## config.mk

```make
export PLATFORM = sky130hd
export DESIGN_NAME = button_reader
export DESIGN_NICKNAME = d
export VERILOG_FILES = /design/src/rtl/button_reader.sv
export SDC_FILE = /design/constraint.sdc
export NUM_CORES = 1
export LEC_CHECK = 0
export CAP_MARGIN = 20
export CORE_UTILIZATION = 25
export CTS_CLUSTER_DIAMETER = 200
export DETAILED_ROUTE_END_ITERATION = 6
export DONT_BUFFER_PORTS = 1
export SETUP_SLACK_MARGIN = 0.1
export SKIP_CTS_REPAIR_TIMING = 1
export SLEW_MARGIN = 10
export SYNTH_ARGS = -nofsm -noshare
export SYNTH_HDL_FRONTEND = slang
export SYNTH_SLANG_ARGS = --single-unit
```

## constraint.sdc

```tcl
create_clock -name CLK -period 2.65 [get_ports CLK]
set_input_delay 0.3975 -clock CLK [delete_from_list [all_inputs] [get_ports CLK]]
set_output_delay 0.3975 -clock CLK [all_outputs]
set_load 0.05 [all_outputs]
```

## src/rtl/button_reader.sv

```systemverilog
// Debounced push-button reader: 2-flop synchronizer, debounce FSM, press/release/long strobes.
// Define BUTTON_READER_LONGPRESS_EN to build the LONG_HELD state, hold counter and LONG_PULSE.
module button_reader #(
  parameter int DEBOUNCE_CYCLES = 320000,
  parameter int LONG_CYCLES     = 16000000
) (
  input  logic       CLK,
  input  logic       RST_N,
  input  logic       BTN,
  output logic       BTN_LEVEL,
  output logic       PRESS_PULSE,
  output logic       RELEASE_PULSE,
  output logic       LONG_PULSE,
  output logic [7:0] PRESS_COUNT,
  output logic       LED,
  output logic       USBPU
);

  localparam int DB_W = $clog2(DEBOUNCE_CYCLES);
  localparam logic [DB_W-1:0] DB_LAST = DB_W'(DEBOUNCE_CYCLES - 1);

  generate
    if (DEBOUNCE_CYCLES < 2 || LONG_CYCLES <= DEBOUNCE_CYCLES) begin : g_bad_params
      $error("button_reader: need DEBOUNCE_CYCLES >= 2 and LONG_CYCLES > DEBOUNCE_CYCLES");
    end
  endgenerate

  typedef enum logic [2:0] {
    IDLE         = 3'd0,
    PRESS_WAIT   = 3'd1,
    PRESSED      = 3'd2,
`ifdef BUTTON_READER_LONGPRESS_EN
    LONG_HELD    = 3'd3,
`endif
    RELEASE_WAIT = 3'd4
  } state_e;

  state_e            state_q, state_d;
  logic [1:0]        sync_q;
  logic [DB_W-1:0]   db_cnt_q, db_cnt_d;
  logic              level_q, level_d;
  logic              press_q, press_d;
  logic              release_q, release_d;
  logic              long_q, long_d;
  logic [7:0]        count_q, count_d;
  logic              led_q, led_d;
  logic              pressed;

`ifdef BUTTON_READER_LONGPRESS_EN
  localparam int HOLD_W = $clog2(LONG_CYCLES);
  localparam logic [HOLD_W-1:0] HOLD_LAST = HOLD_W'(LONG_CYCLES - 1);
  logic [HOLD_W-1:0] hold_cnt_q, hold_cnt_d;
  logic              from_long_q, from_long_d;
`endif

  // Button is active-low; only the second synchronizer flop is ever looked at.
  assign pressed = ~sync_q[1];

  always_ff @(posedge CLK or negedge RST_N) begin
    if (!RST_N) begin
      sync_q      <= 2'b11;
      state_q     <= IDLE;
      db_cnt_q    <= '0;
      level_q     <= 1'b0;
      press_q     <= 1'b0;
      release_q   <= 1'b0;
      long_q      <= 1'b0;
      count_q     <= '0;
      led_q       <= 1'b0;
`ifdef BUTTON_READER_LONGPRESS_EN
      hold_cnt_q  <= '0;
      from_long_q <= 1'b0;
`endif
    end else begin
      sync_q      <= {sync_q[0], BTN};
      state_q     <= state_d;
      db_cnt_q    <= db_cnt_d;
      level_q     <= level_d;
      press_q     <= press_d;
      release_q   <= release_d;
      long_q      <= long_d;
      count_q     <= count_d;
      led_q       <= led_d;
`ifdef BUTTON_READER_LONGPRESS_EN
      hold_cnt_q  <= hold_cnt_d;
      from_long_q <= from_long_d;
`endif
    end
  end

  always_comb begin
    state_d  = state_q;
    db_cnt_d = db_cnt_q;
`ifdef BUTTON_READER_LONGPRESS_EN
    hold_cnt_d  = hold_cnt_q;
    from_long_d = from_long_q;
`endif
    case (state_q)
      IDLE: begin
        if (pressed) begin
          state_d  = PRESS_WAIT;
          db_cnt_d = '0;
        end
      end
      PRESS_WAIT: begin
        if (!pressed) begin
          state_d = IDLE;
        end else if (db_cnt_q == DB_LAST) begin
          state_d = PRESSED;
`ifdef BUTTON_READER_LONGPRESS_EN
          hold_cnt_d = '0;
`endif
        end else if (db_cnt_q != '1) begin
          db_cnt_d = db_cnt_q + 1'b1;
        end
      end
      PRESSED: begin
        if (!pressed) begin
          state_d  = RELEASE_WAIT;
          db_cnt_d = '0;
`ifdef BUTTON_READER_LONGPRESS_EN
          from_long_d = 1'b0;
        end else if (hold_cnt_q == HOLD_LAST) begin
          state_d = LONG_HELD;
        end else if (hold_cnt_q != '1) begin
          hold_cnt_d = hold_cnt_q + 1'b1;
`endif
        end
      end
`ifdef BUTTON_READER_LONGPRESS_EN
      LONG_HELD: begin
        if (!pressed) begin
          state_d     = RELEASE_WAIT;
          db_cnt_d    = '0;
          from_long_d = 1'b1;
        end
      end
`endif
      RELEASE_WAIT: begin
        // A bounce back to pressed resumes the hold where it left off.
        if (pressed) begin
`ifdef BUTTON_READER_LONGPRESS_EN
          state_d = from_long_q ? LONG_HELD : PRESSED;
`else
          state_d = PRESSED;
`endif
        end else if (db_cnt_q == DB_LAST) begin
          state_d = IDLE;
        end else if (db_cnt_q != '1) begin
          db_cnt_d = db_cnt_q + 1'b1;
        end
      end
      default: state_d = IDLE;
    endcase
  end

  always_comb begin
    press_d   = (state_q == PRESS_WAIT) && (state_d == PRESSED);
    release_d = (state_q == RELEASE_WAIT) && (state_d == IDLE);
`ifdef BUTTON_READER_LONGPRESS_EN
    long_d    = (state_q == PRESSED) && (state_d == LONG_HELD);
`else
    long_d    = 1'b0;
`endif
    level_d = level_q;
    if (press_d)   level_d = 1'b1;
    if (release_d) level_d = 1'b0;
    count_d = count_q + {7'd0, press_d};
    led_d   = led_q ^ press_d;
  end

  assign BTN_LEVEL     = level_q;
  assign PRESS_PULSE   = press_q;
  assign RELEASE_PULSE = release_q;
  assign LONG_PULSE    = long_q;
  assign PRESS_COUNT   = count_q;
  assign LED           = led_q;
  assign USBPU         = 1'b0;

endmodule

```

==> summary.md <==
| Metric | Value |
|---|---|
| Number of routed nets with antenna violations | 0 |
| Global route overflow | 0 |
| Crit-path max FO | 4 |
| Largest net degree at the start of global routing | 37 |
| Wire per inst | 14.04 microns |
| Crit path time final | 2435 ps |
| Post-Syn Area per Cell | 10.23 sq um |
| Die width | 90.64 microns |
| Skew-Pair Late Insertion Delay | 290 ps |
| Yosys warnings | 0 |
| Post-synthesis mux area share | 0.5096% |
| Core area | 0.007408 sq mm |
| Adder-cell share of the synthesized area | 1.911% |
| Clock transition at path regs | 70 ps |
| Slew Limit Fails | 0 |
| Worst reg2reg path endpoint | PRESS_COUNT[7] |
| IO Port Bufs | 0 |
| Largest family of logic cells by synthesized area | simple AND/OR/NAND/NOR gates |
| Setup TNS | 0 ps |
| Post-synthesis simple-gate area fraction | 26.69% |
| # Max-Cap Violations | 0 |
| Post-synth top cells | dfrtp_1 (34), a21oi_1 (17), nand2_1 (14), or4_1 (13), o31ai_1 (12) |
| Num CTS Buffers | 5 |
| Critical Path, Cell by Cell | ha_4 > and3_1 > nand4_1 > nor3_2 > and3_4 > ha_1 > and3_1 > nand3_1 > or2_2 > xnor2_1 |
| # rows | 31 |
| Reg-to-reg critical path startpoint | db_cnt_q[1] |
| Vias | 1525 |
| Leak pwr | 0.9435 nW |
| Design area | 0.002238 sq mm |
| Maximum clock frequency | 410.6 MHz |
| Sequential area share after synthesis | 45.99% |
| Ranking of synthesized cells by area | dfrtp_1 (43%), or4_1 (5.0%), o31ai_1 (4.6%) |
| Gate count after technology mapping | 192 |
| Peak VDD IR | 0.1956 mV |
| Nets@finish | 207 |
| Drt drc | 0 |
| Final Hold Fails | 0 |
| Final clock skew | 4.292 ps |
| Max_slew headroom | 52.38% |
| Cell Area, Synth | 0.001964 sq mm |
| Critical-path top delay cell | dfrtp_1 |
| Setup ws final | 214.6 ps |
| GR Util All Layers | 10.83% |
| FF+latch count, synth | 36 |
| Fillcell total | 755 |
| Crit path capture | PRESS_COUNT[7] |
| Initial Util | 26.52% |
| Fin util | 30.21% |
| Layout cell share with drive strength beyond 1 | 17.33% |
| DP Worst Slack | 121.4 ps |
| DRT Wirelength | 4.227 mm |
| Power Density | 499.9 mW/mm^2 |
| Area delta synth->final | 13.95% |
| Initial DRC Count | 167 |
| CP startpoint kind | register |
| First-pass GRT wire length | 7.155 mm |
| Setup violators final | 0 |
| Multi-input gate area | 975.9 sq um |
| Root Driver | clkbuf_8 |
| Most frequent cell after synthesis | dfrtp_1 |
| Slew @ Worst Pin | 710.4 ps |
| Worst R2R Setup Slack | 210 ps |
| Top cell by count, worst path | and3_1 |
| Final HPWL DP | 2.884 mm |
| Worst Setup End Kind | register |
| Synth Area in XOR/XNOR | 4.459% |
| Number of synthesized flops with an enable pin | 0 |
| Placed cell area | 0.002071 sq mm |
| Crit-path max cell delay | 410 ps |
| DRT Pass-1 Iters | 5 |
| CTS Buffer Depth | 2 |
| Fin crit share | 91.90% |
| Most used DFF post-synth | dfrtp_1 |
| Pwr Total | 0.001119 W |
| Die H | 90.64 microns |
| FF-to-FF path depth | 10 |
| Hold Crit Class | input pin to register |
| Initial antenna violation count | 0 |
| Vias in the first global route | 1429 |
| Setup CP Type | register to register |
| Fraction of registers with async set/reset | 100.0% |
| TritonCTS clock tree | done |
| Req. time, crit path | 2810 ps |
| Outcome | finished, final reports clean |
| Synth Area in Compound Gates | 14.59% |
| Register area | 903.4 sq um |
| Area leader, netlist | dfrtp_1 |
| GPL Wtd Cong | 0.7869 |
| I/O pin total | 17 |
| Die area | 0.008216 sq mm |
| # clock sinks | 36 |
| Top cell type's share of synthesized area | 43.31% |
| Netlist cell types | 49 |
| H-tree levels | 2 |
| Crit. Startpoint | db_cnt_q[1] |
| N_diodes | 0 |
| Vias per cell | 5.066 |
| RSZ-0062 raised after global routing | no |
| Data arrival, critical path | 2590 ps |
[layout by cell type (no fill, tap or decap), drive strengths merged]
| cell | netlist | layout |
|---|---|---|
| or4b | 1 | 1 |
| a41o | 1 | 1 |
| nor2b | 1 | 1 |
| nand2b | 4 | 4 |
| o311ai | 1 | 1 |
| nor2 | 9 | 9 |
| nand4 | 7 | 7 |
| nor3 | 4 | 4 |
| buf | 11 | 14 |
| or3b | 2 | 2 |
| a21oi | 17 | 17 |
| xor2 | 4 | 4 |
| nand2 | 14 | 14 |
| or2 | 1 | 1 |
| xnor2 | 6 | 6 |
| o21ai | 3 | 3 |
| o41ai | 1 | 1 |
| a31oi | 2 | 2 |
| conb | 1 | 2 |
| a21boi | 1 | 1 |
| and2 | 2 | 2 |
| or3 | 3 | 3 |
| a22o | 1 | 1 |
| dfrtp | 34 | 34 |
| o31ai | 13 | 13 |
| dfstp | 2 | 2 |
| nor4 | 3 | 3 |
| and4 | 3 | 3 |
| dlygate4sd3 | 0 | 1 |
| bufinv | 0 | 1 |
| or4 | 13 | 13 |
| a21o | 1 | 1 |
| nand3 | 12 | 12 |
| o211ai | 1 | 1 |
| a41oi | 1 | 1 |
| clkbuf | 3 | 6 |
| ha | 3 | 3 |
| mux2i | 1 | 1 |
| clkinv | 0 | 1 |
| and3 | 5 | 5 |
[final cells by class]
cell class	count	area share [%]
clock buffer	6	3.242
clock inverter	2	1.565
multi-input combinational	143	43.60
sequential	36	40.36
tap	99	5.534
timing repair buffer	15	5.701
[kinds of logic (layout without fill, tap and decap cells)]
kind of cell / count (synthesis) / in the layout
simple gates: 84 / 84
compound gates: 43 / 43
flops: 36 / 36
buf+inv: 14 / 23
xor+xnor: 10 / 10
fa+ha+maj: 3 / 3
other cells: 1 / 2
mux: 1 / 1
[how the worst min path moves through the flow]
stage          startpoint              to  slack (ps)  depth (start not counted)
3_3_place_gp        RST_N  PRESS_COUNT[6]         100                          0
6_report              BTN       sync_q[0]         100                          0
3_5_place_dp        RST_N  PRESS_COUNT[5]         100                          0
5_1_grt               BTN       sync_q[0]          80                          0
4_1_cts             RST_N     db_cnt_q[2]        -220                          0
2_1_floorplan       RST_N       BTN_LEVEL         100                          0
[sequential cells by signal (all words and copies together) (netlist names)]
register / count
db_cnt_q: 19
RELEASE_PULSE: 1
BTN_LEVEL: 1
PRESS_COUNT: 8
state_q: 3
LED: 1
PRESS_PULSE: 1
sync_q: 2
[power by group]
part	switching (W)	internal (W)	leakage (nW)
Sequential	0.0000124	0.000559	0.492
Clock	0.000201	0.000279	0.0552
Combinational	0.0000439	0.0000233	0.397
[through the flow]
stage / hold slack (ps) / std cells
final: 103.4 / 301
after global routing: 77.81 / 301
after CTS: -215.0 / 297
after detailed placement: 102.4 / 289
after global placement: 102.5 / 289
after floorplan: 101.9 / 193
[critical path, delay by kind of cell (launching register included)]
family / cells / cell delay, ps
AND/OR/NAND/NOR: 7 / 1410
flip-flops: 1 / 410
adder cells (fa/ha/maj): 2 / 370
XOR/XNOR: 1 / 120
[metal layers]
metal / routed length [microns] / vias up / global-route usage (%)
met5: 0 / - / 0
met4: 30 / 0 / 3.629
met3: 126 / 4 / 2.862
met2: 1970 / 23 / 16.22
met1: 2100 / 756 / 15.01
li1: - / 742 / -
Power figures use the tool's default switching activity.
==> RTL change, RTL diff (same flow settings) <==
The option `BUTTON_READER_LONGPRESS_EN` is turned on by a define.
--- a/src/rtl/button_reader.sv
+++ b/src/rtl/button_reader.sv
@@ -1,5 +1,7 @@
 // Debounced push-button reader: 2-flop synchronizer, debounce FSM, press/release/long strobes.
 // Define BUTTON_READER_LONGPRESS_EN to build the LONG_HELD state, hold counter and LONG_PULSE.
+`define BUTTON_READER_LONGPRESS_EN
+
 module button_reader #(
   parameter int DEBOUNCE_CYCLES = 320000,
   parameter int LONG_CYCLES     = 16000000
Behaviour: no difference found for any inputs over 10 cycles, from zero or initial values and one cycle with RST_N low; that may be too few to reach the edited logic, so the function may still have changed.
==> RTL change against the unedited design <==
Power increased by 99%; synthesized area increased by 83%; combinational power decreased by 4.6%; wire length increased by 83%; setup slack improved by 0.050 ns; cell area increased by 86%; sequential cell count increased by 26; die area increased by 81%; critical endpoint is now hold_cnt_q[16]; largest cell class unchanged; highest routed layer unchanged.
==> RTL change: results (changes against the unedited design) <==
grt_pass1_wl_mm: 13.50  # was 7.155 mm
p_sw_share_pct: 21.41  # was 23.02%
crit_path_top_delay_cell: "or4_4"  # was dfrtp_1
status: "finished clean"  # unchanged
slew_headroom_pct: 58.14  # was 52.38%
place_congestion: 0.8114  # was 0.7869
h-tree-depth: 3  # was 2
p_total_w: 0.002227  # was 0.001119 W
ys_types: 59  # was 49
yosys.area_share.adder_pct: 1.394  # was 1.911%
p_seq_w: 0.000962  # was 0.000571 W
crit_fanout: 57  # was 4
p_leak_nw: 1.832  # was 0.9435 nW
seq_area_frac_synth_pct: 43.29  # was 45.99%
largest_register_ffs: 24  # was 19
pg_clk_w: 0.00120  # was 0.000481 W
clock_latency_ns: 0.33  # was 0.29 ns
synth.top_cells.by_count: "60 x dfrtp_1, 44 x nand2_1, 26 x nand2b_1, 25 x mux2i_1, 21 x nand3_1"  # was 34 x dfrtp_1, 17 x a21oi_1, 14 x nand2_1, 13 x or4_1, 12 x o31ai_1
hpwlAfterDp_mm: 5.110  # was 2.884 mm
drt_iter0_markers: 105  # was 167
clk_root_buffer_cell: "clkbuf_16"  # was clkbuf_8
grt_max_degree: 63  # was 37
grt_pass1_vias: 2772  # was 1,429
clkTransAtPathRegs_ns: 0.05  # was 0.07 ns
regMostFlops: "hold_cnt_q"  # was db_cnt_q
fin_skew_ns: 0.006955  # was 0.004292 ns
RTL change: final cells by class:
class / instances / area, sq um / share of cell area (%)
Timing Repair Buffer: 16 / 142.6 / 3.427
Multi-Input combinational cell: 279 / 1913 / 45.96
Clock inverter: 4 / 45.04 / 1.082
Sequential cell: 62 / 1554 / 37.33
Inverter: 7 / 26.28 / 0.6312
Tap cell: 180 / 225.2 / 5.410
Clock buffer: 12 / 256.5 / 6.162
RTL change: kinds of logic after synthesis:
| family | Yosys count |
|---|---|
| mux | 27 |
| fa+ha+maj | 4 |
| other cells | 1 |
| simple gates | 173 |
| compound gates | 63 |
| buf+inv | 25 |
| xor+xnor | 11 |
| flops | 62 |
RTL change: per-stage QoR:
stage / cells / area, sq um / setup slack [ns]
2_1_floorplan: 366 / 3590 / 0.1746
3_3_place_gp: 540 / 3804 / 0.3188
3_5_place_dp: 540 / 3804 / 0.2924
4_1_cts: 556 / 4105 / 0.2817
5_1_grt: 560 / 4163 / 0.08338
6_report: 560 / 4163 / 0.2646
RTL change: layer usage:
metal / wire length (um) / global-route usage, %
met5: 0 / 0
met4: 73 / 3.704
met3: 234 / 3.230
met2: 3710 / 18.43
met1: 3697 / 14.84
RTL change: worst paths after layout:
path / startpoint / endpoint / slack, ns / depth (start not counted)
worst max register to register: db_cnt_q[9] / hold_cnt_q[16] / 0.26 / 6
worst max-delay path: db_cnt_q[9] / hold_cnt_q[16] / 0.26 / 6
max in group asynchronous: RST_N / sync_q[1] / 1.73 / 2
worst min-delay path: BTN / sync_q[0] / 0.06 / 0
min in group asynchronous: RST_N / db_cnt_q[2] / 0.59 / 2
worst min register to register: sync_q[0] / sync_q[1] / 0.37 / 0
